## src/rtl/dpram_bw.sv

```systemverilog
// True dual-port synchronous RAM with per-lane write enables, selectable
// read-during-write behaviour, optional output register and a zero-fill sequencer.
module dpram_bw #(
    parameter int unsigned   AW    = 5,
    parameter int unsigned   NL    = 4,
    parameter int unsigned   LW    = 8,
    parameter int unsigned   WMODE = 0,
    parameter int unsigned   OREG  = 0,
    parameter logic [LW-1:0] INITV = '0,
    localparam int unsigned  DW    = NL * LW
) (
    input  logic          clk_i,
    input  logic          rstn_i,
    input  logic          ena_i,
    input  logic          clr_i,
    output logic          bsy_o,
    input  logic [AW-1:0] adr_i,
    input  logic [DW-1:0] dat_i,
    input  logic [NL-1:0] wre_i,
    output logic [DW-1:0] dat_o,
    output logic          vld_o,
    input  logic [AW-1:0] xadr_i,
    input  logic [DW-1:0] xdat_i,
    input  logic [NL-1:0] xwre_i,
    output logic [DW-1:0] xdat_o,
    output logic          xvld_o
);

    localparam int unsigned DEPTH = 1 << AW;

    typedef enum logic {
        S_CLR,
        S_RUN
    } state_t;

    state_t        state_q, state_d;
    logic [AW-1:0] ptr_q, ptr_d;
    logic          acc;
    logic [NL-1:0] wa, wx;
    logic [DW-1:0] rd_a, rd_x;
    logic [DW-1:0] q1_a, q1_x;
    logic          v1_q;

    logic [DW-1:0] mem [DEPTH];

    always_ff @(posedge clk_i or negedge rstn_i) begin
        if (!rstn_i) begin
            state_q <= S_CLR;
            ptr_q   <= '0;
        end else begin
            state_q <= state_d;
            ptr_q   <= ptr_d;
        end
    end

    always_comb begin
        state_d = state_q;
        ptr_d   = ptr_q;
        case (state_q)
            S_CLR: begin
                ptr_d = ptr_q + AW'(1);
                if (ptr_q == '1) state_d = S_RUN;
            end
            S_RUN: begin
                if (clr_i) begin
                    state_d = S_CLR;
                    ptr_d   = '0;
                end
            end
            default: state_d = S_CLR;
        endcase
    end

    assign bsy_o = (state_q == S_CLR);
    assign acc   = (state_q == S_RUN) && ena_i;
    assign wa    = acc ? wre_i  : '0;
    assign wx    = acc ? xwre_i : '0;

    // Port A lanes are written after port X so they win on a same-address collision.
    always_ff @(posedge clk_i) begin
        if (state_q == S_CLR) begin
            mem[ptr_q] <= {NL{INITV}};
        end else begin
            for (int unsigned k = 0; k < NL; k++) begin
                if (wx[k]) mem[xadr_i][k*LW +: LW] <= xdat_i[k*LW +: LW];
                if (wa[k]) mem[adr_i][k*LW +: LW]  <= dat_i[k*LW +: LW];
            end
        end
    end

    always_comb begin
        rd_a = mem[adr_i];
        rd_x = mem[xadr_i];
        if (WMODE != 0) begin
            for (int unsigned k = 0; k < NL; k++) begin
                if (wa[k])
                    rd_a[k*LW +: LW] = dat_i[k*LW +: LW];
                else if (wx[k] && (xadr_i == adr_i))
                    rd_a[k*LW +: LW] = xdat_i[k*LW +: LW];
                if (wa[k] && (adr_i == xadr_i))
                    rd_x[k*LW +: LW] = dat_i[k*LW +: LW];
                else if (wx[k])
                    rd_x[k*LW +: LW] = xdat_i[k*LW +: LW];
            end
        end
    end

    always_ff @(posedge clk_i or negedge rstn_i) begin
        if (!rstn_i) begin
            q1_a <= '0;
            q1_x <= '0;
            v1_q <= 1'b0;
        end else begin
            if (acc) begin
                q1_a <= rd_a;
                q1_x <= rd_x;
            end
            v1_q <= acc;
        end
    end

    generate
        if (OREG != 0) begin : g_oreg
            logic [DW-1:0] q2_a, q2_x;
            logic          v2_q;

            always_ff @(posedge clk_i or negedge rstn_i) begin
                if (!rstn_i) begin
                    q2_a <= '0;
                    q2_x <= '0;
                    v2_q <= 1'b0;
                end else begin
                    if (v1_q) begin
                        q2_a <= q1_a;
                        q2_x <= q1_x;
                    end
                    v2_q <= v1_q;
                end
            end

            assign dat_o  = q2_a;
            assign xdat_o = q2_x;
            assign vld_o  = v2_q;
            assign xvld_o = v2_q;
        end else begin : g_noreg
            assign dat_o  = q1_a;
            assign xdat_o = q1_x;
            assign vld_o  = v1_q;
            assign xvld_o = v1_q;
        end
    endgenerate

endmodule

```

## config.mk

```make
export PLATFORM = sky130hd
export DESIGN_NAME = dpram_bw
export DESIGN_NICKNAME = d
export VERILOG_FILES = /design/src/rtl/dpram_bw.sv
export SDC_FILE = /design/constraint.sdc
export NUM_CORES = 2
export LEC_CHECK = 0
export ABC_AREA = 0
export CORE_MARGIN = 1
export CORE_UTILIZATION = 40
export CTS_BUF_LIST = sky130_fd_sc_hd__clkbuf_4 sky130_fd_sc_hd__clkbuf_8
export DETAILED_ROUTE_END_ITERATION = 8
export GPL_ROUTABILITY_DRIVEN = 0
export SLEW_MARGIN = 20
export SYNTH_ARGS = -nofsm -noshare
export SYNTH_HDL_FRONTEND = slang
export SYNTH_SLANG_ARGS = --single-unit
```

## constraint.sdc

```tcl
create_clock -name clk_i -period 3.1 [get_ports clk_i]
set_clock_uncertainty 0.1 [all_clocks]
set_input_delay 0.31 -clock clk_i [delete_from_list [all_inputs] [get_ports clk_i]]
set_output_delay 0.31 -clock clk_i [all_outputs]
set_load 0.01 [all_outputs]
```

== Yosys cells after proc, flatten, opt, wreduce, memory -nomap -nowiden ==
Memory sizes are Yosys's and may differ from the RTL's. A register that Yosys moved wholly into a read port is not among the register bits.
Index checks and enable logic that the tools add are counted.
Storage, ports and cells
  flip-flop bits (word level): 7
  input bits: 86
  memory bits (writable): 1024
  memories kept: 1
Cells by class
  bitwise operators: 1
  add/sub/neg operators: 1
  multiplexer cells: 35
  reduce and logical (&&, ||, !) cells: 4
  equality and inequality tests: 2
Memory list
  mem: depth 32, width 32, read ports 2, clocked after Yosys merged registers in 2, write ports 2, line 44  | logic [DW-1:0] mem [DEPTH];
Operators by type and width (number)
  32-bit two-way mux: 1
  32-bit OR reduction: 1
  1-bit two-way mux: 27
  4-bit two-way mux: 3
  5-bit two-way mux: 2
  5-bit one-hot mux with 2 select lines: 1
  5-bit by 1-bit adder with 5-bit output (second input constant): 1
  5-bit == test (second input constant): 1
  1-bit logical NOT: 2
  2-bit inequality test (second input constant): 1
  1-bit one-hot mux with 2 select lines: 1
  1-bit logical AND: 1
  1-bit NOT: 1

== Depth between registers and ports, before layout ==
  word-level depth: 7
  mapped depth: 10
  gate-level depth less buffers: 6

== Worst setup path after synthesis ==
Ideal clock, no wire load.
  kind: reg2reg
  start: reg state_q
  end: mem mem[8][24] (netlist bit) (enable)
  buffers on the path: 1
  arrival: 2.044 ns
  period minus slack after synthesis: 2.520 ns
  required time: 2.624 ns
  setup time: 0.376 ns
  setup slack: 0.580 ns
  stages on the path, launching flop included: 7
  path through: dfrtp_1 > nand2_2 > nor2_2 > buf_2 > mux2_2 > or2_2 > o22ai_1
RTL lines
  start: declaration: line 36  | state_t state_q, state_d;
  start signal: assignment: line 51  | state_q <= state_d;
  end: declaration: line 44

==> out/metrics.cfg <==
[global_routing]
antenna_found_initial=13
first_global_vias=47576
grt_pass1_wl_mm=362
globalRouteOverflowTotal=0
grt_max_degree=56
grt_usage_pct=32.4

[synth]
syn-cell-area_mm2=0.0624
yosysSeqAreaShare_pct=52.1
synth-edff-count=1024
synthCells=5387
syn_nets=5475
ys_async_sr_fraction_pct=6.48
ys_types=55
ys_warn_count=0
synth_seq_cells=1095
syn_avg_cell_area_um2=11.6
ys.flop_type=edfxtp_1

[setup_path]
startpoint_type=flop
worst-endpoint-required_ns=3.56
worstPathMaxFanout=11
rr_startpoint=state_q
cp.arrival_ns=3.60
end_kind=flop
crit_path_max_incr_delay_ns=0.77
crit_start=state_q
r2r_slack_ns=-0.04
timing.rr.end=mem[30][16]
cp_slowest_cell=o22ai_1
crit_chain=nand2_4, buf_4, inv_4, nand2b_1, mux2i_1, buf_4, nand2b_1, o22ai_1
worstSetupPathType=flop to flop
r2r_cells=8

[timing]
finalSetupTns_ns=-0.266
worstMarginPinSlew_ns=1.09
setup-violations-final=8
fin_crit_sh_pct=101
setup_slack_ns=-0.0393
rsz0062_at_grt=yes
maxSlewViolCount=0
fmax_ghz=0.319
hold_violations=0
period_minus_slack_ns=3.14
slew_headroom_pct=26.7

[worst_hold_path]
min_from=xadr_i[1]
min_to=xdat_o[7]
holdCritPathClass=primary input to flop
hold_path_depth=4

[status]
status=finished with violations
violations=design-rule violations, negative setup slack

[floorplan]
start_util_pct=40.4
dieWidth_um=397
fp.coreArea_mm2=0.154
floorplan.io_pins=153
dieHeight_um=397
dieArea_mm2=0.158
rows=144

[drt]
ant_nets=0
wl_per_cell_um=32.7
dr.first_iter.drc_count=9126
wl_mm=258
vias_per_cell=6.46
drc=26
first_pass_iters=9
vias=51077

[clock_tree]
tritoncts=done
path_clk_slew_ns=0.06
root_buffer=clkbuf_8
clkSinkCount=1095
cts_inserted_buffers=187
clock_path_buffers=3
post-cts-setup-buffer-count=0
insertion_delay_ns=0.99
cts_max_level=4

[layout]
nNetsFinal=5784
areaGrowthSynthToFinish_pct=17.3
fillers=13622
drive_gt1_share_pct=25.0
stdcell_count=7907

[power_and_ir_drop]
p_leak_nw=24.6
ir_worst_vdd_mv=0.530
p_per_area_mw_per_mm2=616

[placement]
place_hpwl_mm=177
port_buffers=152
place_inst=7547

[flow_run]
cap_violations=0

==> logic make-up (layout without fill, tap and decap cells) <==
family	count (synthesis)	after routing	synth area share, %
compound gates	1552	1552	13.8
xor+xnor	2	2	0.0281
fa+ha+maj	2	2	0.0401
buf+inv	598	1065	4.43
flops	1095	1095	52.1
mux	653	653	19.5
other cells	0	9	0
simple gates	1485	1485	10.0
==> how the worst max path moves through the flow <==
| stage | to | slack [ns] | cells past startpoint |
|---|---|---|---|
| CTS | mem[30][16] | 0.01 | 8 |
| floorplan | mem[8][24] | 0.58 | 6 |
| finish | mem[30][16] | -0.04 | 8 |
| global route | mem[28][16] | -0.17 | 8 |
| detailed placement | mem[29][0] | -0.64 | 8 |
| global placement | mem[29][25] | -0.66 | 8 |
==> Yosys cell counts, types with 3 or more instances <==
library cell / n / area (um^2)
a211o_1: 21 / 184
a211oi_1: 17 / 128
a21oi_1: 67 / 335
a221oi_1: 6 / 52.6
a22o_1: 24 / 210
a22oi_1: 97 / 728
a31oi_1: 20 / 125
a41oi_1: 6 / 52.6
and2_1: 9 / 56.3
and3_1: 5 / 31.3
buf_1: 14 / 52.6
buf_2: 159 / 796
buf_4: 36 / 270
buf_6: 25 / 282
clkbuf_1: 360 / 1350
dfrtp_1: 71 / 1780
edfxtp_1: 1024 / 30700
mux2_2: 26 / 293
mux2i_1: 178 / 1780
mux4_2: 449 / 10100
nand2_1: 1128 / 4230
nand2b_1: 20 / 125
nand3_1: 55 / 275
nand3_2: 6 / 60.1
nand4_2: 3 / 37.5
nor2_1: 110 / 413
nor2_2: 39 / 244
nor2_4: 22 / 248
nor2b_1: 24 / 150
nor3_1: 34 / 170
nor3b_1: 5 / 37.5
nor4_1: 6 / 37.5
nor4b_1: 3 / 26.3
o2111ai_1: 4 / 35.0
o211ai_1: 7 / 52.6
o21a_1: 4 / 30.0
o21ai_0: 1040 / 5200
o21ai_1: 28 / 140
o22a_1: 13 / 114
o22ai_1: 195 / 1220
or2_2: 9 / 56.3
==> critical path: cells and delay by family (launching register included) <==
family | cells | cell delay (ns)
AO/OA/AOI/OAI | 1 | 0.77
buffers and inverters | 3 | 0.44
flip-flops | 1 | 0.58
multiplexers | 1 | 0.39
AND/OR/NAND/NOR | 3 | 0.44
==> sequential cells by signal (all words and copies together) (netlist names) <==
name and flops:
mem 1024, dat_o 32, xdat_o 32, ptr_q 5, state_q 1, vld_o 1
==> metal layers <==
layer / vias to the layer above / track usage, % / share of wire (%)
li1: 21156 / - / -
met1: 24773 / 42.3 / 36
met2: 4399 / 47.4 / 43
met3: 731 / 12.6 / 16
met4: 18 / 14.7 / 5.1
met5: - / 0 / 0.050
==> placed cells by master (no fill, tap or decap), types with 21 or more instances in the layout <==
cell             instances
clkbuf_8               198
mux4_2                 449
a211o_1                 21
nand3_1                 55
o21ai_0               1040
nor3_1                  33
clkinv_1                46
a22o_1                  24
dfrtp_1                 71
o21ai_1                 28
nor2_2                  39
mux2i_1                178
edfxtp_1              1024
clkdlybuf4s50_1        143
nor2_1                 106
clkbuf_4                52
a22oi_1                 97
o22ai_1                183
clkinv_2                32
mux2_2                  26
buf_4                  463
nor2_4                  26
a21oi_1                 67
buf_12                  96
nand2_1               1123
==> where the power goes <==
group,internal (mW),switching [mW],total [mW]
Clock,7.18,6.49,13.7
Combinational,4.70,6.53,11.2
Sequential,18.5,1.70,20.2
==> metrics by stage <==
step / total power [mW] / utilization, % / hold slack (ns) / worst slack (ns) / area [um^2]
after floorplan: 24.5 / - / -0.0856 / 0.580 / 62400
after detailed placement: 31.1 / 44.8 / 0.258 / -0.636 / 69300
final: 45.1 / 47.4 / 0.0671 / -0.0393 / 73200
after CTS: 44.6 / 47.3 / 0.0225 / 0.0131 / 73100
after global placement: 31.0 / 44.8 / 0.271 / -0.665 / 69200
after global routing: 46.0 / 47.4 / 0.113 / -0.174 / 73200
==> repair_timing <==
item / CTS / global route
setup endpoints to repair: 0 / 111
resized for setup: 0 / 15
hold buffers: 4 / 0
endpoints found under the hold margin: 74 / 0
==> layout make-up <==
| type | count | area [um^2] | area share, % |
|---|---|---|---|
| multi-input cells | 3694 | 27300 | 37.3 |
| flip-flops and latches | 1095 | 32500 | 44.4 |
| diodes | 9 | 22.5 | 0.0308 |
| clock buffers | 248 | 3090 | 4.22 |
| clock inverters | 99 | 699 | 0.955 |
| inverters | 4 | 17.5 | 0.0239 |
| repair buffers | 714 | 6970 | 9.53 |
| well taps | 2044 | 2560 | 3.49 |
No activity file was read; power rests on OpenSTA's default activity.
